File: config.mk
export PLATFORM = sky130hd
export DESIGN_NAME = johnson_phase_monitor
export DESIGN_NICKNAME = d
export VERILOG_FILES = /design/src/rtl/johnson_pkg.sv /design/src/rtl/johnson_phase_lut.sv /design/src/rtl/johnson_phase_monitor.sv
export SDC_FILE = /design/constraint.sdc
export NUM_CORES = 1
export LEC_CHECK = 0
export ABC_AREA = 1
export BUFFER_PORTS_ARGS = -buffer_cell sky130_fd_sc_hd__buf_4
export CORE_ASPECT_RATIO = 1.5
export CORE_UTILIZATION = 50
export DETAILED_ROUTE_END_ITERATION = 16
export PLACE_DENSITY = 0.74
export SETUP_SLACK_MARGIN = 0.1
export SLEW_MARGIN = 20
export SYNTH_ARGS = -nofsm -noshare
export SYNTH_HDL_FRONTEND = slang
export SYNTH_HIERARCHICAL = 1
export SYNTH_SLANG_ARGS = --single-unit
File: constraint.sdc
create_clock -name clk -period 4.8 [get_ports clk]
set_clock_uncertainty 0.05 [all_clocks]
set_input_delay 0.96 -clock clk [delete_from_list [all_inputs] [get_ports clk]]
set_output_delay 0.96 -clock clk [all_outputs]
set_load 0.03 [all_outputs]
File: src/rtl/johnson_pkg.sv
// rtl/johnson_pkg.sv - shared widths, lock FSM states and legal Johnson code helper
package johnson_pkg;

   localparam int JC_W    = 8;
   localparam int PHASE_W = 4;

   typedef enum logic [1:0] {
      ST_UNLOCKED = 2'd0,
      ST_ACQUIRE  = 2'd1,
      ST_LOCKED   = 2'd2,
      ST_FAULT    = 2'd3
   } jpm_state_e;

   // Phases 0..8 fill with ones from the LSB, 9..15 drain them from the LSB.
   function automatic logic [JC_W-1:0] jc_code(input logic [PHASE_W-1:0] k);
      logic [JC_W-1:0] ones;
      ones = '1;
      if (k <= 4'd8) return ones >> (4'd8 - k);
      else           return ones << (k - 4'd8);
   endfunction

endpackage

File: src/rtl/johnson_phase_lut.sv
// rtl/johnson_phase_lut.sv - combinational Johnson code to {legal, phase} decoder
module johnson_phase_lut
   import johnson_pkg::*;
(
   input  logic [JC_W-1:0]    jc_i,
   output logic               legal_o,
   output logic [PHASE_W-1:0] phase_o
);

   always_comb begin
      legal_o = 1'b0;
      phase_o = '0;
      for (int k = 0; k < (1 << PHASE_W); k++) begin
         if (jc_i == jc_code(PHASE_W'(k))) begin
            legal_o = 1'b1;
            phase_o = PHASE_W'(k);
         end
      end
   end

endmodule

File: src/rtl/johnson_phase_monitor.sv
// rtl/johnson_phase_monitor.sv - Johnson ring phase decoder, step checker and lock FSM
// Define JPM_REV_COUNT_EN to build the revolution counter; otherwise rev_count is 0.
module johnson_phase_monitor
   import johnson_pkg::*;
#(
   parameter int LOCK_COUNT = 4,
   parameter int ERR_W      = 8
) (
   input  logic               clk,
   input  logic               rst_n,
   input  logic [JC_W-1:0]    jc_in,
   input  logic               jc_valid,
   input  logic               clr_fault,
   output logic [PHASE_W-1:0] phase,
   output logic               phase_valid,
   output logic               step_err,
   output logic               wrap_pulse,
   output logic               locked,
   output logic               fault,
   output logic [ERR_W-1:0]   err_count,
   output logic [7:0]         rev_count
);

   localparam logic [3:0]       LOCK_C  = 4'(LOCK_COUNT);
   localparam logic [ERR_W-1:0] ERR_MAX = '1;

   jpm_state_e         state_q, state_d;
   logic [PHASE_W-1:0] phase_q, phase_d, phase_inc;
   logic               pv_q, pv_d;
   logic               step_err_q, step_err_d;
   logic               wrap_q, wrap_d;
   logic [3:0]         cnt_q, cnt_d, cnt_inc;
   logic [ERR_W-1:0]   err_q, err_d;
   logic               lut_legal, is_hold, is_good;
   logic [PHASE_W-1:0] lut_phase;

   johnson_phase_lut u_lut (
      .jc_i    (jc_in),
      .legal_o (lut_legal),
      .phase_o (lut_phase)
   );

   assign phase_inc = phase_q + 4'd1;
   assign cnt_inc   = cnt_q + 4'd1;
   assign is_hold   = lut_legal && (lut_phase == phase_q);
   assign is_good   = lut_legal && (lut_phase == phase_inc);

   always_comb begin
      state_d    = state_q;
      phase_d    = phase_q;
      pv_d       = pv_q;
      cnt_d      = cnt_q;
      step_err_d = 1'b0;
      wrap_d     = 1'b0;
      // A clear in FAULT discards any coincident sample.
      if (clr_fault && state_q == ST_FAULT) begin
         state_d = ST_UNLOCKED;
      end else if (jc_valid) begin
         case (state_q)
            ST_UNLOCKED: begin
               if (lut_legal) begin
                  phase_d = lut_phase;
                  pv_d    = 1'b1;
                  cnt_d   = '0;
                  state_d = ST_ACQUIRE;
               end else begin
                  step_err_d = 1'b1;
               end
            end
            ST_ACQUIRE: begin
               if (!lut_legal) begin
                  step_err_d = 1'b1;
                  pv_d       = 1'b0;
                  state_d    = ST_UNLOCKED;
               end else if (is_good) begin
                  phase_d = lut_phase;
                  cnt_d   = cnt_inc;
                  if (cnt_inc == LOCK_C) state_d = ST_LOCKED;
               end else if (!is_hold) begin
                  step_err_d = 1'b1;
                  phase_d    = lut_phase;
                  cnt_d      = '0;
               end
            end
            ST_LOCKED: begin
               if (is_good) begin
                  phase_d = lut_phase;
                  wrap_d  = (phase_q == 4'd15);
               end else if (!is_hold) begin
                  step_err_d = 1'b1;
                  if (lut_legal) phase_d = lut_phase;
                  state_d = ST_FAULT;
               end
            end
            default: begin
               if (lut_legal) phase_d = lut_phase;
               if (!is_good && !is_hold) step_err_d = 1'b1;
            end
         endcase
      end
      if (clr_fault)                           err_d = '0;
      else if (step_err_d && err_q != ERR_MAX) err_d = err_q + 1'b1;
      else                                     err_d = err_q;
   end

   always_ff @(posedge clk) begin
      if (!rst_n) begin
         state_q    <= ST_UNLOCKED;
         phase_q    <= '0;
         pv_q       <= 1'b0;
         cnt_q      <= '0;
         step_err_q <= 1'b0;
         wrap_q     <= 1'b0;
         err_q      <= '0;
      end else begin
         state_q    <= state_d;
         phase_q    <= phase_d;
         pv_q       <= pv_d;
         cnt_q      <= cnt_d;
         step_err_q <= step_err_d;
         wrap_q     <= wrap_d;
         err_q      <= err_d;
      end
   end

`ifdef JPM_REV_COUNT_EN
   logic [7:0] rev_q;
   always_ff @(posedge clk) begin
      if (!rst_n)      rev_q <= '0;
      else if (wrap_d) rev_q <= rev_q + 8'd1;
   end
   assign rev_count = rev_q;
`else
   assign rev_count = '0;
`endif

   assign phase       = phase_q;
   assign phase_valid = pv_q;
   assign step_err    = step_err_q;
   assign wrap_pulse  = wrap_q;
   assign locked      = (state_q == ST_LOCKED);
   assign fault       = (state_q == ST_FAULT);
   assign err_count   = err_q;

endmodule
After elaboration in Yosys (flattened, before gate mapping). Cells that the tools add are included.

Output and inout bits: 25. Word-level logic and storage cells: 126. Input bits: 12. Flip-flop bits (word level): 21.

Eq/ne operators: 32. Reduce and logical (&&, ||, !) cells: 18. Bitwise logic cells: 5. Muxes and demuxes: 61. Add/subtract/negate cells: 3.

Operators by type and width (number): $mux 4 (18); $eq 8x8->1 const B (8); $mux 1 (26); $mux 2 (8); $pmux 4 s2 (2); $mux 3 (4); $ne 2x2->1 const B (5); $reduce_and 5->1 (2); $ne 3x3->1 const B (3); $add 4x1->4 const B (2); $add 8x1->8 const B (1); $eq 4x4->1 (2); $eq 8x1->1 const B (1); $eq 8x2->1 const B (1); $eq 8x3->1 const B (1); $eq 8x4->1 const B (1); $eq 8x5->1 const B (1); $eq 8x6->1 const B (1); $eq 8x7->1 const B (1); $logic_not 8->1 (1); $ne 8x8->1 const B (1); $reduce_and 7->1 (1); $pmux 2 s3 (1); $reduce_and 6->1 (1); other kinds (15) (26).

Depth between registers and ports, before layout. Gate-level depths: netlist of run 1.

Depth in word-level cells: 25. Mapped depth: 20. Depth with buffers taken out: 20.

By module. Netlist of run 1, hierarchy kept.

By module, submodules not included: johnson_phase_monitor (instances 1, area an instance 1503.9 µm², cells each 216, sequential area each 420.4 µm²); johnson_phase_lut (instances 1, area an instance 280.3 µm², cells each 60, sequential area each 0.0 µm²).

Worst setup path after synthesis of run 1. Ideal clock, no wire load.

Path kind: input to register. Start point: in jc_in[0]. End point: reg err_q[0], in the netlist err_count[0]. Required time: 4.637 ns. Cell stages on the path: 18. Buffers on the path: 1. Data arrival time: 2.364 ns. Setup slack: 2.272 ns. Library setup time: 0.113 ns. Path through: inv_1 nand2_1 inv_1 nand2_2 inv_2 nand3_1 o21a_2 nand3_1 clkbuf_8 nand3_1 nor2_2 nor2_2 nand2_2 nand2_4 nand3_4 nand2_1 nand2_1 nor2_1.

Word-level cells in the longest chain between the ends: 25. Elaborated cells between the ends (all ways): 63. Classes of those cells: eq/ne: 17; mux: 39; reduce/logical: 7.

RTL lines: from (decl) (RTL line johnson_phase_monitor.sv:11) `input logic [JC_W-1:0] jc_in,`; $logic_not 8->1 (RTL line johnson_phase_lut.sv:14) `if (jc_i == jc_code(PHASE_W'(k))) begin`; $mux 1 (15 in a row) (RTL line johnson_phase_lut.sv:14); $mux 1 * (RTL line johnson_phase_lut.sv:14); via lut_legal (RTL line johnson_phase_monitor.sv:34) `logic lut_legal, is_hold, is_good;`; $logic_and 1x1->1 (on tied branches) (RTL line johnson_phase_monitor.sv:45, johnson_phase_monitor.sv:46); $mux 1 or $logic_not 1->1 (tied branches) (RTL line johnson_phase_monitor.sv:79, johnson_phase_monitor.sv:89, johnson_phase_monitor.sv:97); $mux 1 or $logic_and 1x1->1 (tied branches) (RTL line johnson_phase_monitor.sv:86, johnson_phase_monitor.sv:97); $mux 1 (on tied branches) (RTL line johnson_phase_monitor.sv:71, johnson_phase_monitor.sv:97); $pmux 1 s3 * (RTL line johnson_phase_monitor.sv:59) `case (state_q)`; $mux 1 * (RTL line johnson_phase_monitor.sv:58) `end else if (jc_valid) begin`; $mux 1 * (RTL line johnson_phase_monitor.sv:56) `if (clr_fault && state_q == ST_FAULT) begin`; $logic_and 1x1->1 * (RTL line johnson_phase_monitor.sv:102) `else if (step_err_d && err_q != ERR_MAX) err_d = err_q + 1'b1;`; to (signal assigned) (RTL line johnson_phase_monitor.sv:122) `err_q <= err_d;`; to (decl) (RTL line johnson_phase_monitor.sv:33) `logic [ERR_W-1:0] err_q, err_d;`.

Mark *: on every way through the listed nets, which the timed path passes. The rest lies on a longest branch. A chain may end at the register's enable or synchronous reset.

Worst setup path after layout of run 1.
Start point: in jc_in[1]. End point: reg phase_q[2], in the netlist phase[2].

Word-level cells in the longest chain between the ends: 21. Elaborated cells between the ends (all ways): 62. Classes of those cells: eq/ne: 20; mux: 38; reduce/logical: 4.

RTL lines: $logic_not 8->1 (RTL line johnson_phase_lut.sv:14); $mux 1 (15 in a row) (RTL line johnson_phase_lut.sv:14); $mux 1 * (RTL line johnson_phase_lut.sv:14); via lut_legal (RTL line johnson_phase_monitor.sv:34); $mux 4 or $logic_and 1x1->1 (tied branches); $mux 4 (on tied branches) (RTL line johnson_phase_monitor.sv:89, johnson_phase_monitor.sv:75); $mux 4 (on tied branches) (RTL line johnson_phase_monitor.sv:86, johnson_phase_monitor.sv:71); $pmux 4 s2 (RTL line johnson_phase_monitor.sv:59); to (signal assigned) (RTL line johnson_phase_monitor.sv:117) `phase_q <= phase_d;`; to (decl) (RTL line johnson_phase_monitor.sv:28) `logic [PHASE_W-1:0] phase_q, phase_d, phase_inc;`.

Mark *: on every way through the listed nets, which the timed path passes. The rest lies on a longest branch. The select of a mux whose other input is x is not followed.

==> results of run 1 <==
-- Yosys cell counts, drive strengths merged --
cell / n / area, sq um
o21a: 1 / 8.76
dfxtp: 21 / 420
nand3: 29 / 183
nand4: 13 / 81.3
nor4: 1 / 12.5
inv: 43 / 161
or2: 1 / 6.26
clkbuf: 1 / 13.8
nor2: 41 / 181
conb: 1 / 3.75
ha: 9 / 113
nand3b: 1 / 7.51
and2: 1 / 8.76
xor2: 7 / 61.3
buf: 8 / 60.1
xnor2: 1 / 8.76
o32ai: 4 / 35.0
o21ai: 10 / 57.6
nor3: 3 / 15.0
a31oi: 1 / 6.26
nand2: 63 / 259
a21oi: 16 / 80.1
-- sequential cells by signal (all words and copies together) (netlist names) --
| signal | count |
|---|---|
| wrap_pulse | 1 |
| state_q | 2 |
| phase_valid | 1 |
| step_err | 1 |
| phase | 4 |
| err_count | 8 |
| cnt_q | 4 |
-- report_power, final --
group,switching [uW],internal [uW]
Clock,57.2,57.9
Sequential,7.58,180
Combinational,72.9,36.4
-- worst paths after layout --
path	startpoint	endpoint	slack (ns)
worst max register to register	state_q[0]	phase[2]	2.78
worst min register to register	cnt_q[2]	cnt_q[2]	0.45
worst min-delay path	cnt_q[2]	cnt_q[2]	0.45
worst max-delay path	jc_in[1]	phase[2]	1.99
-- cell usage in the layout (no fill, tap or decap) --
cell type                  synthesis  layout
sky130_fd_sc_hd__a21oi_1          16      16
sky130_fd_sc_hd__a31oi_1           1       1
sky130_fd_sc_hd__and2_4            1       1
sky130_fd_sc_hd__buf_4             8      28
sky130_fd_sc_hd__clkbuf_8          1       3
sky130_fd_sc_hd__clkinv_2          0       1
sky130_fd_sc_hd__conb_1            1       8
sky130_fd_sc_hd__dfxtp_1          21      21
sky130_fd_sc_hd__ha_1              9       9
sky130_fd_sc_hd__inv_1            38      38
sky130_fd_sc_hd__inv_2             5       5
sky130_fd_sc_hd__nand2_1          56      56
sky130_fd_sc_hd__nand2_2           6       6
sky130_fd_sc_hd__nand2_4           1       1
sky130_fd_sc_hd__nand3_1          23      23
sky130_fd_sc_hd__nand3_2           5       5
sky130_fd_sc_hd__nand3_4           1       1
sky130_fd_sc_hd__nand3b_1          1       1
sky130_fd_sc_hd__nand4_1          13      13
sky130_fd_sc_hd__nor2_1           34      34
sky130_fd_sc_hd__nor2_2            5       5
sky130_fd_sc_hd__nor2_4            2       2
sky130_fd_sc_hd__nor3_1            3       3
sky130_fd_sc_hd__nor4_2            1       1
sky130_fd_sc_hd__o21a_2            1       1
sky130_fd_sc_hd__o21ai_0           8       8
sky130_fd_sc_hd__o21ai_2           2       2
sky130_fd_sc_hd__o32ai_1           4       4
sky130_fd_sc_hd__or2_0             1       1
sky130_fd_sc_hd__xnor2_1           1       1
sky130_fd_sc_hd__xor2_1            7       7
-- area by class of cell --
| type | count | area (sq um) |
|---|---|---|
| Sequential cell | 21 | 420 |
| Clock inverter | 1 | 5.00 |
| Fill cell | 383 | 1370 |
| Inverter | 43 | 161 |
| Tap cell | 42 | 52.6 |
| Timing Repair Buffer | 28 | 210 |
| Multi-Input combinational cell | 210 | 1150 |
| Clock buffer | 3 | 41.3 |
-- cells by family after synthesis --
family	share of synthesized area, %
other	0.210
adder cells (fa/ha/maj)	6.31
XOR/XNOR	3.93
AND/OR/NAND/NOR	42.3
flip-flops	23.6
buffers and inverters	13.2
AO/OA/AOI/OAI	10.5
-- metal layers --
| layer | track usage [%] | vias up |
|---|---|---|
| met5 | 0 | - |
| met4 | 8.95 | 0 |
| met2 | 47.4 | 36 |
| met1 | 23.3 | 813 |
| li1 | - | 946 |
| met3 | 2.02 | 8 |
-- worst max-delay path, delay by kind of cell --
kind	cells	cell delay (ns)
AO/OA/AOI/OAI	5	0.85
buffers and inverters	5	0.48
AND/OR/NAND/NOR	5	0.61
-- metrics by stage --
stage                     total power [uW]  cell area, sq um  cells  util, %
after floorplan                        274              1810    283        -
after global placement                 300              2000    344     58.5
after detailed placement               301              2000    344     58.5
after CTS                              415              2050    348     59.9
after global routing                   435              2050    348     59.9
final                                  412              2050    348     59.9
==> impl_metrics.sql, run 1 <==
INSERT INTO impl_metrics (metric_group, metric, value, unit) VALUES
('yosys', 'synth_cell_type_count', '30', ''),
('placed_design', 'hpwl', '3200', 'microns'),
('placed_design', 'place.port_buffers', '28', ''),
('yosys', 'synthesis.area_per_instance', '6.46', 'sq um'),
('setup_path', 'worst_path_max_delay_cell', 'sky130_fd_sc_hd__nand3_1', ''),
('clock_network', 'buffer_count_from_post_cts_setup_fixing', '0', ''),
('floorplan', 'die_w', '50.8', 'microns'),
('route', 'detailroute.wirelength.met3', '100', 'microns'),
('route', 'wl_met2', '2200', 'microns'),
('worst_hold_path', 'hold-path-cell-count', '2', ''),
('floorplan', 'chipHeight', '75.2', 'microns'),
('grt', 'grt_first_pass_wirelength', '6710', 'microns'),
('setup_path', 'critical-path-max-stage-delay', '0.34', 'ns'),
('sta', 'worstMarginPinSlew', '0.531', 'ns'),
('yosys', 'synthCells', '276', ''),
('setup_path', 'cp_cell_sequence', 'buf_4, inv_2, nand2_1, inv_1, nand2_2, inv_2, nand3_1, o21a_2, nand3_1, inv_1, nor2_1, a21oi_1, o32ai_1, o21ai_0, a21oi_1', ''),
('yosys', 'seq_area_frac_synth', '23.6', '%'),
('sta', 'maxClockFrequency', '355', 'MHz'),
('placed_design', 'preCtsSetupSlack', '1.72', 'ns'),
('sta', 'worst_hold_slack', '0.452', 'ns'),
('yosys', 'synth.ff_latch_count', '21', ''),
('floorplan', 'rows', '26', ''),
('route', 'remaining_drc_errors', '0', ''),
('placed_design', 'globalplace.congestion', '0.818', ''),
('sta', 'final_critical_path_setup_slack', '1.99', 'ns'),
('sta', 'timing.final.setup_violations', '0', ''),
('floorplan', 'ioPinCount', '37', ''),
('route', 'antenna_left', '0', ''),
('floorplan', 'design.die.area', '3820', 'sq um'),
('route', 'maxUsedRoutingLayer', 'met4', ''),
('grt', 'maximum_number_of_pins_on_one_net_before_global_route_repair', '13', ''),
('pwr', 'power_dens_cells', '202', 'nW/um^2'),
('sta', 'final_hold_viol_count', '0', ''),
('sta', 'report.final.slew_viol_count', '0', ''),
('floorplan', 'design.core.area', '3420', 'sq um'),
('setup_path', 'path_class', 'in2reg', ''),
('clock_network', 'number_of_clock_sinks', '21', ''),
('yosys', 'synth.cell_area', '1780', 'sq um'),
('route', 'wl_per_cell', '11.5', 'microns'),
('clock_network', 'post_cts.resized_instances', '0', ''),
('setup_path', 'crit_arrival', '2.92', 'ns'),
('grt', 'grt_overflow_total', '0', ''),
('worst_hold_path', 'min_delay_path_class', 'reg2reg', ''),
('cells_and_area', 'final_net_count', '328', ''),
('clock_network', 'clk_latency', '0.26', 'ns'),
('flow_run', 'drv_cap', '0', ''),
('sta', 'period_share', '58.6', '%'),
('sta', 'finalCriticalPeriod', '2.81', 'ns'),
('route', 'firstDrtPassIters', '4', ''),
('sta', 'maxSlewHeadroom', '64.6', '%'),
('setup_path', 'reg2regPathDepth', '9', ''),
('route', 'drt-met1-wl', '1630', 'microns'),
('setup_path', 'timing.critical_path.to_type', 'flip-flop', ''),
('grt', 'first_global_vias', '1670', ''),
('floorplan', 'effective_utilization_at_floorplan', '52.2', '%'),
('clock_network', 'cts-buffers-inserted', '3', ''),
('setup_path', 'critPathMaxFanout', '10', ''),
('clock_network', 'clk_transition_reported_paths', '0.07', 'ns'),
('sta', 'rsz0062_at_grt', 'false', ''),
('clock_network', 'cts_htree_levels', '1', ''),
('sta', 'setup-tns-final', '0', 'ns'),
('cells_and_area', 'post_route_cells_drive_above_1_share', '20.3', '%'),
('clock_network', 'clock-root-buffer', 'sky130_fd_sc_hd__clkbuf_8', ''),
('clock_network', 'tritoncts', 'done', ''),
('clock_network', 'cts_hold_buffers', '0', ''),
('route', 'routed_wirelength', '4010', 'microns'),
('cells_and_area', 'antenna_cells_inserted', '0', ''),
('pwr', 'worst_ir_drop_vdd', '0.121', 'mV'),
('cells_and_area', 'syn2layout_area_growth', '14.7', '%'),
('yosys', 'synth.yosys.warnings', '6', ''),
('grt', 'gr-usage-all-layers', '23.1', '%'),
('setup_path', 'critical_path_required', '4.90', 'ns'),
('pwr', 'power.leakage', '0.000999', 'uW'),
('run_status', 'status', 'complete, no violations', ''),
('clock_network', 'ctsLongestPathBuffers', '2', ''),
('grt', 'antenna_found_initial', '0', ''),
('route', 'dr_total_vias', '1803', ''),
('setup_path', 'worst_setup_path_start_kind', 'input pin', ''),
('route', 'post_drt_via_cell_ratio', '5.18', ''),
('route', 'drt_iter0_markers', '46', '');
No activity file was read; power rests on OpenSTA's default activity.
==> run 2: changes to the inputs <==
==> constraint.sdc (replaced) <==
create_clock -name clk -period 2.9 [get_ports clk]
set_clock_uncertainty 0.05 [all_clocks]
set_input_delay 0.58 -clock clk [delete_from_list [all_inputs] [get_ports clk]]
set_output_delay 0.58 -clock clk [all_outputs]
set_load 0.03 [all_outputs]
==> impl_metrics.sql, run 2 (synthesized netlist as in run 1, its figures left out) <==
INSERT INTO impl_metrics (metric_group, metric, value, unit) VALUES
('sta', 'report.final.slew_viol_count', '0', ''),
('clock_network', 'clock-root-buffer', 'sky130_fd_sc_hd__clkbuf_8', ''),
('cells_and_area', 'antenna_cells_inserted', '0', ''),
('setup_path', 'crit_arrival', '2.47', 'ns'),
('setup_path', 'critPathMaxFanout', '6', ''),
('sta', 'final_hold_viol_count', '0', ''),
('cells_and_area', 'syn2layout_area_growth', '15.2', '%'),
('route', 'remaining_drc_errors', '0', ''),
('clock_network', 'cts-buffers-inserted', '3', ''),
('route', 'routed_wirelength', '3960', 'microns'),
('worst_hold_path', 'min_delay_path_class', 'reg2reg', ''),
('sta', 'timing.final.setup_violations', '0', ''),
('cells_and_area', 'post_route_cells_drive_above_1_share', '20.5', '%'),
('setup_path', 'worst_setup_path_start_kind', 'input pin', ''),
('pwr', 'power_dens_cells', '338', 'nW/um^2'),
('setup_path', 'timing.critical_path.to_type', 'flip-flop', ''),
('clock_network', 'clk_latency', '0.27', 'ns'),
('setup_path', 'setup.worst_path.start', 'jc_in[3]', ''),
('grt', 'maximum_number_of_pins_on_one_net_before_global_route_repair', '14', ''),
('placed_design', 'placed_cells_incl_taps', '345', ''),
('setup_path', 'path_class', 'in2reg', ''),
('sta', 'period_share', '79.8', '%'),
('clock_network', 'buffer_count_from_post_cts_setup_fixing', '0', ''),
('flow_run', 'drv_cap', '0', ''),
('setup_path', 'crit_top_cell', 'sky130_fd_sc_hd__nand3_1', ''),
('floorplan', 'design.core.area', '3420', 'sq um'),
('floorplan', 'effective_utilization_at_floorplan', '52.2', '%'),
('sta', 'setup-tns-final', '0', 'ns'),
('placed_design', 'globalplace.congestion', '0.860', ''),
('cells_and_area', 'stdcell_count', '349', ''),
('clock_network', 'cts_htree_levels', '1', ''),
('clock_network', 'tritoncts', 'done', ''),
('clock_network', 'post_cts.resized_instances', '0', ''),
('clock_network', 'clk_transition_reported_paths', '0.08', 'ns'),
('setup_path', 'critical_path_required', '3.05', 'ns'),
('clock_network', 'number_of_clock_sinks', '21', ''),
('sta', 'worstMarginPinSlew', '0.539', 'ns'),
('floorplan', 'rows', '26', ''),
('clock_network', 'ctsLongestPathBuffers', '2', ''),
('pwr', 'power', '695', 'uW'),
('pwr', 'worst_ir_drop_vdd', '0.245', 'mV'),
('grt', 'grt_overflow_total', '0', ''),
('setup_path', 'r2r_start', 'state_q[0]', ''),
('clock_network', 'cts_hold_buffers', '0', ''),
('setup_path', 'cpLargestDelayFamily', 'simple AND/OR/NAND/NOR gates', ''),
('route', 'wl_per_cell', '11.3', 'microns'),
('grt', 'first_global_vias', '1642', ''),
('run_status', 'status', 'complete, no violations', ''),
('route', 'drt_iter0_markers', '41', ''),
('route', 'firstDrtPassIters', '4', ''),
('route', 'dr_total_vias', '1801', ''),
('grt', 'gr-usage-all-layers', '22.8', '%'),
('route', 'antenna_left', '0', ''),
('sta', 'maxSlewHeadroom', '64.1', '%'),
('setup_path', 'cp_cell_sequence', 'buf_4, nor2_1, nand2_2, inv_2, nand3_1, o21a_2, nand3_1, buf_4, nor2_4, nor4_2, nand2_2, inv_1, nand3_1, a21oi_1', ''),
('setup_path', 'number_of_buffers_and_inverters_on_the_critical_path', '4', ''),
('setup_path', 'worst_path_max_delay_cell', 'sky130_fd_sc_hd__nor4_2', ''),
('sta', 'maxClockFrequency', '432', 'MHz'),
('cells_and_area', 'final_net_count', '329', ''),
('pwr', 'power.leakage', '0.00100', 'uW'),
('sta', 'rsz0062_at_grt', 'false', ''),
('grt', 'grt_first_pass_wirelength', '6690', 'microns'),
('placed_design', 'place.port_buffers', '28', ''),
('floorplan', 'chipHeight', '75.2', 'microns'),
('cells_and_area', 'final_common_cell', 'sky130_fd_sc_hd__nand2_1', ''),
('floorplan', 'design.die.area', '3820', 'sq um'),
('worst_hold_path', 'worstHoldStart', 'phase_valid', ''),
('cells_and_area', 'largest_register_ffs', '8', ''),
('placed_design', 'hpwl', '3200', 'microns'),
('setup_path', 'critical-path-max-stage-delay', '0.30', 'ns'),
('route', 'post_drt_via_cell_ratio', '5.16', ''),
('sta', 'finalCriticalPeriod', '2.31', 'ns'),
('floorplan', 'die_w', '50.8', 'microns'),
('floorplan', 'ioPinCount', '37', ''),
('grt', 'antenna_found_initial', '0', ''),
('cells_and_area', 'most_frequent_cells_in_the_layout', 'sky130_fd_sc_hd__nand2_1, sky130_fd_sc_hd__inv_1, sky130_fd_sc_hd__nor2_1', '');
[run 2: changes by cell type in the layout (fill, tap and decap cells not counted), sizes merged]
cell	before	now
clkinv	1	0
clkinvlp	0	1
buf	28	29
[run 2: report_power, final]
group,total (uW),switching [uW],leakage [uW],internal (uW)
clock,202,104,0.0000217,97.3
combinational,182,121,0.000809,60.9
sequential,311,12.6,0.000171,298
[run 2: cell type report]
cell class                      instances  area (sq um)
Fill cell                             347          1360
Multi-Input combinational cell        210          1150
Sequential cell                        21           420
Timing Repair Buffer                   29           218
Inverter                               43           161
Tap cell                               42          52.6
Clock buffer                            3          41.3
Clock inverter                          1          7.51
[run 2: tightest hold or removal path, delay by kind of cell, from the launching register on]
family	cells	cell delay, ns
compound gates	2	0.13
flops	1	0.32
[run 2: final timing paths]
check	to	slack, ns	cells past startpoint
worst max-delay path	cnt_q[1]	0.59	14
worst min-delay path	phase_valid	0.44	2
worst max register to register	phase[3]	0.87	9
worst min register to register	phase_valid	0.44	2
[run 2: per-stage QoR]
step | utilization (%) | setup WS [ns] | area, sq um | hold slack [ns]
6_report | 60.2 | 0.586 | 2060 | 0.437
3_5_place_dp | 58.8 | 0.354 | 2010 | 0.425
2_1_floorplan | - | 0.752 | 1810 | 0.419
5_1_grt | 60.2 | 0.334 | 2060 | 0.471
3_3_place_gp | 58.8 | 0.364 | 2010 | 0.446
4_1_cts | 60.2 | 0.605 | 2060 | 0.436
[run 2: metal layers]
layer / up-vias / global-route usage, % / routed length (microns)
met4: 0 / 11.4 / 107
met1: 808 / 23.3 / 1560
met5: - / 0 / 0
met2: 38 / 45.8 / 2200
met3: 11 / 1.21 / 100
li1: 944 / - / -
